===== src/rtl/uart_tx_arbiter.sv =====
// Round-robin scheduler sharing one UART transmitter among NREQ byte sources.
// Optional baud-tick watchdog on a stalled serializer: define UART_TX_ARB_TIMEOUT_EN.
module uart_tx_arbiter #(
  parameter int unsigned NREQ     = 4,
  parameter int unsigned GAP_BITS = 1,
  parameter int unsigned TIMEOUT  = 16
) (
  input  logic                    clk_i,
  input  logic                    rst_i,
  input  logic                    clk_baud_i,
  input  logic [NREQ-1:0]         req_i,
  input  logic [8*NREQ-1:0]       data_i,
  output logic [NREQ-1:0]         gnt_o,
  output logic                    ena_tx_o,
  output logic [7:0]              tx_data_o,
  input  logic                    tx_busy_i,
  output logic                    busy_o,
  output logic [$clog2(NREQ)-1:0] owner_o,
  output logic                    err_o
);

  localparam int unsigned OW = $clog2(NREQ);
  localparam int unsigned GW = (GAP_BITS > 0) ? $clog2(GAP_BITS + 1) : 1;

  typedef enum logic [1:0] {
    S_IDLE      = 2'd0,
    S_START     = 2'd1,
    S_WAIT_DONE = 2'd2,
    S_GAP       = 2'd3
  } state_t;

  state_t          state_q, state_d;
  logic [OW-1:0]   owner_q, owner_d;
  logic [NREQ-1:0] gnt_q, gnt_d;
  logic            ena_q, ena_d;
  logic [7:0]      data_q, data_d;
  logic [GW-1:0]   gap_q, gap_d;
  logic            busy_q, busy_d;

`ifdef UART_TX_ARB_TIMEOUT_EN
  localparam int unsigned WW = $clog2(TIMEOUT + 1);
  logic [WW-1:0] wd_q, wd_d;
  logic          err_q, err_d;
`endif

  logic          win_found;
  logic [OW-1:0] win_idx;
  logic [OW-1:0] cand;

  // Round-robin search starting just after the last owner
  always_comb begin
    win_found = 1'b0;
    win_idx   = owner_q;
    cand      = '0;
    for (int unsigned i = 1; i <= NREQ; i++) begin
      cand = OW'((32'(owner_q) + i) % NREQ);
      if (!win_found && req_i[cand]) begin
        win_found = 1'b1;
        win_idx   = cand;
      end
    end
  end

  always_comb begin
    state_d = state_q;
    owner_d = owner_q;
    gnt_d   = '0;
    ena_d   = ena_q;
    data_d  = data_q;
    gap_d   = gap_q;
`ifdef UART_TX_ARB_TIMEOUT_EN
    wd_d    = wd_q;
    err_d   = 1'b0;
`endif
    unique case (state_q)
      S_IDLE: begin
        if (win_found) begin
          owner_d = win_idx;
          data_d  = data_i[{win_idx, 3'b000} +: 8];
          gnt_d   = NREQ'(1) << win_idx;
          ena_d   = 1'b1;
          state_d = S_START;
`ifdef UART_TX_ARB_TIMEOUT_EN
          wd_d    = '0;
`endif
        end
      end
      S_START: begin
        if (tx_busy_i) begin
          ena_d   = 1'b0;
          state_d = S_WAIT_DONE;
        end
      end
      S_WAIT_DONE: begin
        if (!tx_busy_i) begin
          gap_d   = '0;
          state_d = (GAP_BITS == 0) ? S_IDLE : S_GAP;
        end
      end
      S_GAP: begin
        if (clk_baud_i && (gap_q != GW'(GAP_BITS))) gap_d = gap_q + 1'b1;
        if (gap_d == GW'(GAP_BITS)) state_d = S_IDLE;
      end
      default: state_d = S_IDLE;
    endcase
`ifdef UART_TX_ARB_TIMEOUT_EN
    // Watchdog overrides the normal handshake; the aborted byte is dropped
    if ((state_q == S_START || state_q == S_WAIT_DONE) && clk_baud_i) begin
      wd_d = wd_q + 1'b1;
      if (wd_d == WW'(TIMEOUT)) begin
        ena_d   = 1'b0;
        err_d   = 1'b1;
        gap_d   = '0;
        state_d = (GAP_BITS == 0) ? S_IDLE : S_GAP;
      end
    end
`endif
    busy_d = (state_d != S_IDLE);
  end

  always_ff @(posedge clk_i or posedge rst_i) begin
    if (rst_i) begin
      state_q <= S_IDLE;
      owner_q <= OW'(NREQ - 1);
      gnt_q   <= '0;
      ena_q   <= 1'b0;
      data_q  <= '0;
      gap_q   <= '0;
      busy_q  <= 1'b0;
`ifdef UART_TX_ARB_TIMEOUT_EN
      wd_q    <= '0;
      err_q   <= 1'b0;
`endif
    end else begin
      state_q <= state_d;
      owner_q <= owner_d;
      gnt_q   <= gnt_d;
      ena_q   <= ena_d;
      data_q  <= data_d;
      gap_q   <= gap_d;
      busy_q  <= busy_d;
`ifdef UART_TX_ARB_TIMEOUT_EN
      wd_q    <= wd_d;
      err_q   <= err_d;
`endif
    end
  end

  assign gnt_o     = gnt_q;
  assign ena_tx_o  = ena_q;
  assign tx_data_o = data_q;
  assign busy_o    = busy_q;
  assign owner_o   = owner_q;
`ifdef UART_TX_ARB_TIMEOUT_EN
  assign err_o     = err_q;
`else
  assign err_o     = 1'b0;
`endif

endmodule


===== config.mk =====
export PLATFORM = sky130hd
export DESIGN_NAME = uart_tx_arbiter
export DESIGN_NICKNAME = d
export VERILOG_FILES = /design/src/rtl/uart_tx_arbiter.sv
export SDC_FILE = /design/constraint.sdc
export NUM_CORES = 1
export LEC_CHECK = 0
export ABC_AREA = 1
export CAP_MARGIN = 20
export CORE_UTILIZATION = 43
export DETAILED_ROUTE_END_ITERATION = 12
export MAX_ROUTING_LAYER = met4
export PLACE_DENSITY_LB_ADDON = 0.1
export SLEW_MARGIN = 0
export SYNTH_ARGS = -nofsm -noshare
export SYNTH_HDL_FRONTEND = slang
export SYNTH_SLANG_ARGS = --single-unit

===== constraint.sdc =====
create_clock -name clk_i -period 2.45 [get_ports clk_i]
set_input_delay 0.49 -clock clk_i [delete_from_list [all_inputs] [get_ports clk_i]]
set_output_delay 0.49 -clock clk_i [all_outputs]
set_load 0.005 [all_outputs]

==> run metrics, run 1 <==
postcts setup bufs 0; hold-fix buffers at CTS 0; critical hold path startpoint tx_data_o[7]$_DFFE_PP0P_; pre-CTS setup slack 0.267 ns; Total Neg Setup Slack 0 ns; unrepaired setup endpoints after global routing no; Mapped Cells 203; Gate power share 0.735; CTS Buffer Depth 2; Root Buffer clkbuf_4; Site Rows 20; Max Cap Viol 0; drt first pass iters 6; Vias/cell 4.70; die area 3520 um^2; Worst-Skew Late Latency 0.29 ns; CP Launch Type register; commonest cells after routing, fill and taps aside nand2_1 (75), clkdlybuf4s50_1 (55), nand3_1 (32); DR DRC count 0; reg2reg path depth 13; largest net degree at the start of global routing 20; grt total ovfl 0; Worst Hold Endpoint tx_data_o[7]$_DFFE_PP0P_; maximum vdd drop 618 uV; reg-to-reg slack, setup 0.40 ns; Critical Path RT 1.96 ns; Avg Cell Area, Syn 6.96 um^2; CP Class register to output port; total track usage 0.210; Seq. cell area 478 um^2; CP max-delay cell dfstp_2; H-tree levels 1; area of the multi-input gates 788 um^2; TritonCTS clock tree built; nets 299; max_slew headroom 0.532; Buf+Inv Stages, Crit Path 1; CTS sink cnt 19; Hold Fails Final Rpt 0; Switch Pwr 1.48 mW; routed len/inst 10.8 um; hpwl dp 2570 um; worst r2r dst tx_data_o[2]$_DFFE_PP0P_; Int Power 1.36 mW; worst r2r src owner_o[0]$_DFFE_PP1P_; asr flop ratio synth 1.00; cts bufs inserted 3; Least-Margin Pin Slew 0.701 ns; remaining antenna violation count after routing 0; routability congestion estimate 0.915; Core Area 3080 um^2; Die X 59.3 um; Switching Fraction 0.521; Clock Pin Slew Worst Setup and Hold Paths 0.11 ns; top_reg_cell synth dfrtp_1; Cell Area, Synth 1410 um^2; Die H 59.3 um; CTS resizes 0; clk_skew 0.00319 ns; FF+latch count, synth 19; CP Cell Sequence clkdlybuf4s50_1; Clk pwr share 0.054; diode count 0; fin crit share 0.842; Final min period 2.06 ns; final worst slack 0.387 ns; layout cells sized above 1 0.163; first-pass GRT wire length 5510 um; antenna violations before repair 0; Ys Warns 0; Boundary Pins 57; hold crit path type register to register; CP arrival 1.57 ns; Lkg Pwr 1.02 nW; fill cell count 272; Layout area overhead 41.8%; Critical Path Max Stage Delay 0.72 ns; Worst setup EP type output port; Final Max Tran Viols 0; crit-path leading delay family flip-flops; Starting Density 0.459; power per standard cell area 1420 nW/um^2; IO buf count 55; hold depth 2; final setup fails 0; number of global-route vias before repair 1315; post-synthesis sequential area ratio 0.338; number of synthesized flops with an enable pin 0; status finished, final reports clean; post-synth net total 243; worst-path fanout max 11; commonest non-fill, non-tap cell in the layout nand2_1; initial DRC count 52; Netlist cell types 25; Seq pwr share 0.211; WL final 3270 um; vias 1420; max frequency 485 MHz
-- per-stage QoR --
step	util	area, um^2	total power [mW]	hold WS [ns]	instances
after CTS	0.651	2000	2.87	0.499	302
after floorplan	-	1410	2.21	0.440	203
after global placement	0.642	1980	2.67	0.469	298
after detailed placement	0.642	1980	2.70	0.466	298
after global routing	0.651	2000	3.14	0.517	302
final	0.651	2000	2.85	0.495	302
-- worst max path at each step --
stage / start / depth (start not counted) / endpoint
6_report: owner_o[0]$_DFFE_PP1P_ / 1 / owner_o[0]
5_1_grt: owner_o[0]$_DFFE_PP1P_ / 13 / tx_data_o[2]$_DFFE_PP0P_
4_1_cts: owner_o[0]$_DFFE_PP1P_ / 1 / owner_o[0]
3_5_place_dp: req_i[2] / 12 / tx_data_o[7]$_DFFE_PP0P_
3_3_place_gp: req_i[2] / 12 / tx_data_o[1]$_DFFE_PP0P_
2_1_floorplan: owner_o[0]$_DFFE_PP1P_ / 15 / tx_data_o[0]$_DFFE_PP0P_
-- synth_stat cells, drive strengths merged (2+ instances only) --
library cell / number / share of area
nand2: 96 / 0.31
o21ai: 5 / 0.018
dfstp: 2 / 0.037
a21oi: 2 / 0.0071
dfrtp: 17 / 0.30
nor3: 2 / 0.0071
nor2: 5 / 0.013
nand3: 42 / 0.19
inv: 23 / 0.066
buf: 5 / 0.035
-- cells by family (layout without fill, tap and decap cells) --
kind of cell    after synthesis  in the layout  synth area share
simple gates                146            146             0.525
buf+inv                      29             84             0.104
flops                        19             19             0.338
compound gates                8              8            0.0301
other cells                   1              1           0.00265
-- power groups by stage --
stage | Sequential (mW) | Clock, mW | Combinational, mW
2_1_floorplan | 0.578 | 0 | 1.63
3_3_place_gp | 0.606 | 0 | 2.06
3_5_place_dp | 0.604 | 0 | 2.10
4_1_cts | 0.599 | 0.159 | 2.11
5_1_grt | 0.619 | 0.175 | 2.35
6_report | 0.599 | 0.154 | 2.09
-- routing by layer --
| layer | GRT usage | up-vias | routed length, um |
|---|---|---|---|
| met3 | 0.0459 | 2 | 156 |
| met2 | 0.339 | 42 | 1550 |
| met1 | 0.275 | 628 | 1560 |
| li1 | - | 748 | - |
| met5 | - | - | 0 |
| met4 | 0.0272 | 0 | 8 |
-- layout make-up --
cell class                 instances  share of cell area
clock buffer                       3              0.0112
clock inverter                     1             0.00250
inverter                          24              0.0487
multi-input combinational        155               0.393
sequential                        19               0.238
tap                               44              0.0275
timing repair buffer              56               0.278
-- sequential cells by signal, summed over array words and instances, names as in the netlist --
register and count:
busy_o 1, gap_q 1, tx_data_o 8, ena_tx_o 1, state_q 2, owner_o 2, gnt_o 4
Note: power is estimated with default switching activity, not from simulation.
==> run 2, diff against run 1 <==
- CORE_UTILIZATION: 43 -> 39
- clock period: 2.45 -> 1.8 ns (I/O delays scaled with it)
==> run metrics, run 2 (same netlist as run 1, synthesis figures left out) <==
CP max-delay cell dfstp_2; end point of the critical path owner_o[0]$_DFFE_PP1P_; Total Power 5.79 mW (+100%); CP arrival 2.11 ns (+0.54 ns); clk_skew 0.00215 ns (-0.00104 ns); Max Cap Viol 0 (unchanged); max frequency 530 MHz; power per standard cell area 2270 nW/um^2 (+60%); CP Cell Sequence buf_12 > inv_8 > nand2_4 > nand2_4 > nand2_2 > nand2_4 > nor2_1 > nand3_1 > nand2_4 > inv_6 > nand2_1 > o21ai_0; Root Buffer clkbuf_4; final worst slack -0.0884 ns (-0.476 ns); total track usage 0.230 (+0.0205); failing checks negative setup slack; reg2reg path depth 12 (-1); layout cells sized above 1 0.374 (+0.211); IO buf count 55 (unchanged); reg-to-reg slack, setup -0.09 ns (-0.49 ns); die area 3870 um^2 (+9.9%); hold crit path type input port to async pin; Worst setup EP type register; CP Class register to register; H-tree levels 1 (unchanged); Clock Pin Slew Worst Setup and Hold Paths 0.11 ns (about the same); routed len/inst 13.4 um (+23%); TritonCTS clock tree built; CTS sink cnt 19 (unchanged); CTS Buffer Depth 2 (unchanged); DR DRC count 0 (unchanged); largest net degree at the start of global routing 12 (-40%); Core Area 3420 um^2 (+11%); worst-path fanout max 10 (-1); Boundary Pins 57 (unchanged); first-pass GRT wire length 7020 um (+27%); Lkg Pwr 1.23 nW (+21%); drt first pass iters 4 (-2); commonest cells after routing, fill and taps aside clkdlybuf4s50_1 (53), nand2_1 (48), nand2_4 (23), nand3_1 (23), nand2_2 (22); final setup fails 16 (+16); Vias/cell 5.03 (+7.0%); Critical Path Max Stage Delay 0.58 ns (-0.14 ns); Buf+Inv Stages, Crit Path 3 (+2); cts bufs inserted 3 (unchanged); Critical Path RT 2.02 ns (+0.06 ns); diode count 0 (unchanged); Worst-Skew Late Latency 0.29 ns (about the same); vias 1645 (+16%); Final min period 1.89 ns; Hold Fails Final Rpt 0 (unchanged); Site Rows 21 (+5.0%); crit-path leading delay family simple AND/OR/NAND/NOR gates; Layout area overhead 80.5%; unrepaired setup endpoints after global routing yes; remaining antenna violation count after routing 0 (unchanged); Die X 62.2 um (+4.8%); cell mode on critical path nand2_4; CP Launch Type register; pre-CTS setup slack -0.278 ns (-0.544 ns); status finished with violations; hpwl dp 2690 um (+4.6%); Die H 62.2 um (+4.8%); antenna violations before repair 0 (unchanged); initial DRC count 102 (+96%); start point of the critical path owner_o[0]$_DFFE_PP1P_; grt total ovfl 0 (unchanged); maximum vdd drop 992 uV (+60%); nets 322 (+7.7%); number of global-route vias before repair 1551 (+18%); Largest register FFs 8 (unchanged); worst r2r dst owner_o[0]$_DFFE_PP1P_; CP Depth 12 (+11); Final Max Tran Viols 0 (unchanged); WL final 4370 um (+34%); routability congestion estimate 0.851 (-7.0%); worst r2r src owner_o[0]$_DFFE_PP1P_; fin crit share 1.05; commonest non-fill, non-tap cell in the layout clkdlybuf4s50_1; Starting Density 0.414 (-0.0454)
[run 2: cell types whose count changed in the layout (fill, tap and decap cells not counted), moves of 2 or more]
cell / change
nand2_1: -27
nand2_4: +18
buf_4: +13
nand3_1: -9
nand2_8: +8
nand3_2: +7
nand2_2: +6
nand3_4: +3
buf_6: +2
clkdlybuf4s50_1: -2
dlygate4sd2_1: +2
inv_8: +2
[run 2: worst min-delay path by stage]
| stage | depth (start not counted) | to | slack, ns |
|---|---|---|---|
| 3_5_place_dp | 2 | tx_data_o[2]$_DFFE_PP0P_ | 0.47 |
| 3_3_place_gp | 2 | tx_data_o[4]$_DFFE_PP0P_ | 0.47 |
| 2_1_floorplan | 1 | busy_o$_DFF_PP0_ | 0.31 |
| 4_1_cts | 2 | tx_data_o[4]$_DFFE_PP0P_ | 0.36 |
| 6_report | 2 | tx_data_o[1]$_DFFE_PP0P_ | 0.36 |
| 5_1_grt | 2 | tx_data_o[1]$_DFFE_PP0P_ | 0.38 |
[run 2: worst reg2reg max path, delay by kind of cell, from the launching register on]
family                 cells  cell delay [ns]
buffers and inverters      3             0.25
AO/OA/AOI/OAI              1             0.11
AND/OR/NAND/NOR            8             0.89
flip-flops                 1             0.58
[run 2: timing repair]
action / CTS / global route
hold buffers: 0 / 0
pin swaps: 19 / 14
setup buffers: 4 / 3
cloned: 5 / 2
gates resized for setup: 42 / 43
setup endpoints to repair: 17 / 17
endpoints found under the hold margin: 0 / 0
[run 2: routing by layer]
| layer | vias up | GRT usage | routed length [um] |
|---|---|---|---|
| met5 | - | - | 0 |
| met4 | 0 | 0.0378 | 41 |
| met3 | 6 | 0.0349 | 197 |
| met2 | 57 | 0.382 | 2230 |
| met1 | 770 | 0.302 | 1910 |
| li1 | 812 | - | - |
[run 2: layout make-up]
| class | instances | area [um^2] |
|---|---|---|
| inverter | 24 | 113 |
| multi-input combinational | 161 | 1180 |
| timing repair buffer | 73 | 701 |
| clock inverter | 1 | 5.00 |
| fill | 262 | 863 |
| clock buffer | 3 | 22.5 |
| sequential | 19 | 478 |
| tap | 46 | 57.6 |
[run 2: per-stage QoR]
step	hold slack [ns]	TNS, ns	instance area [um^2]	cells	utilization
after floorplan	0.310	0	1410	203	-
after global placement	0.465	-2.52	2050	309	0.599
after detailed placement	0.466	-2.95	2050	309	0.599
after CTS	0.358	-0.0954	2340	322	0.684
after global routing	0.383	-2.81	2550	327	0.747
final	0.356	-1.04	2550	327	0.747
[run 2: report_power, final]
group | total (mW) | internal (mW) | switching [mW]
sequential | 0.775 | 0.657 | 0.119
combinational | 4.80 | 1.91 | 2.89
clock | 0.211 | 0.0827 | 0.129
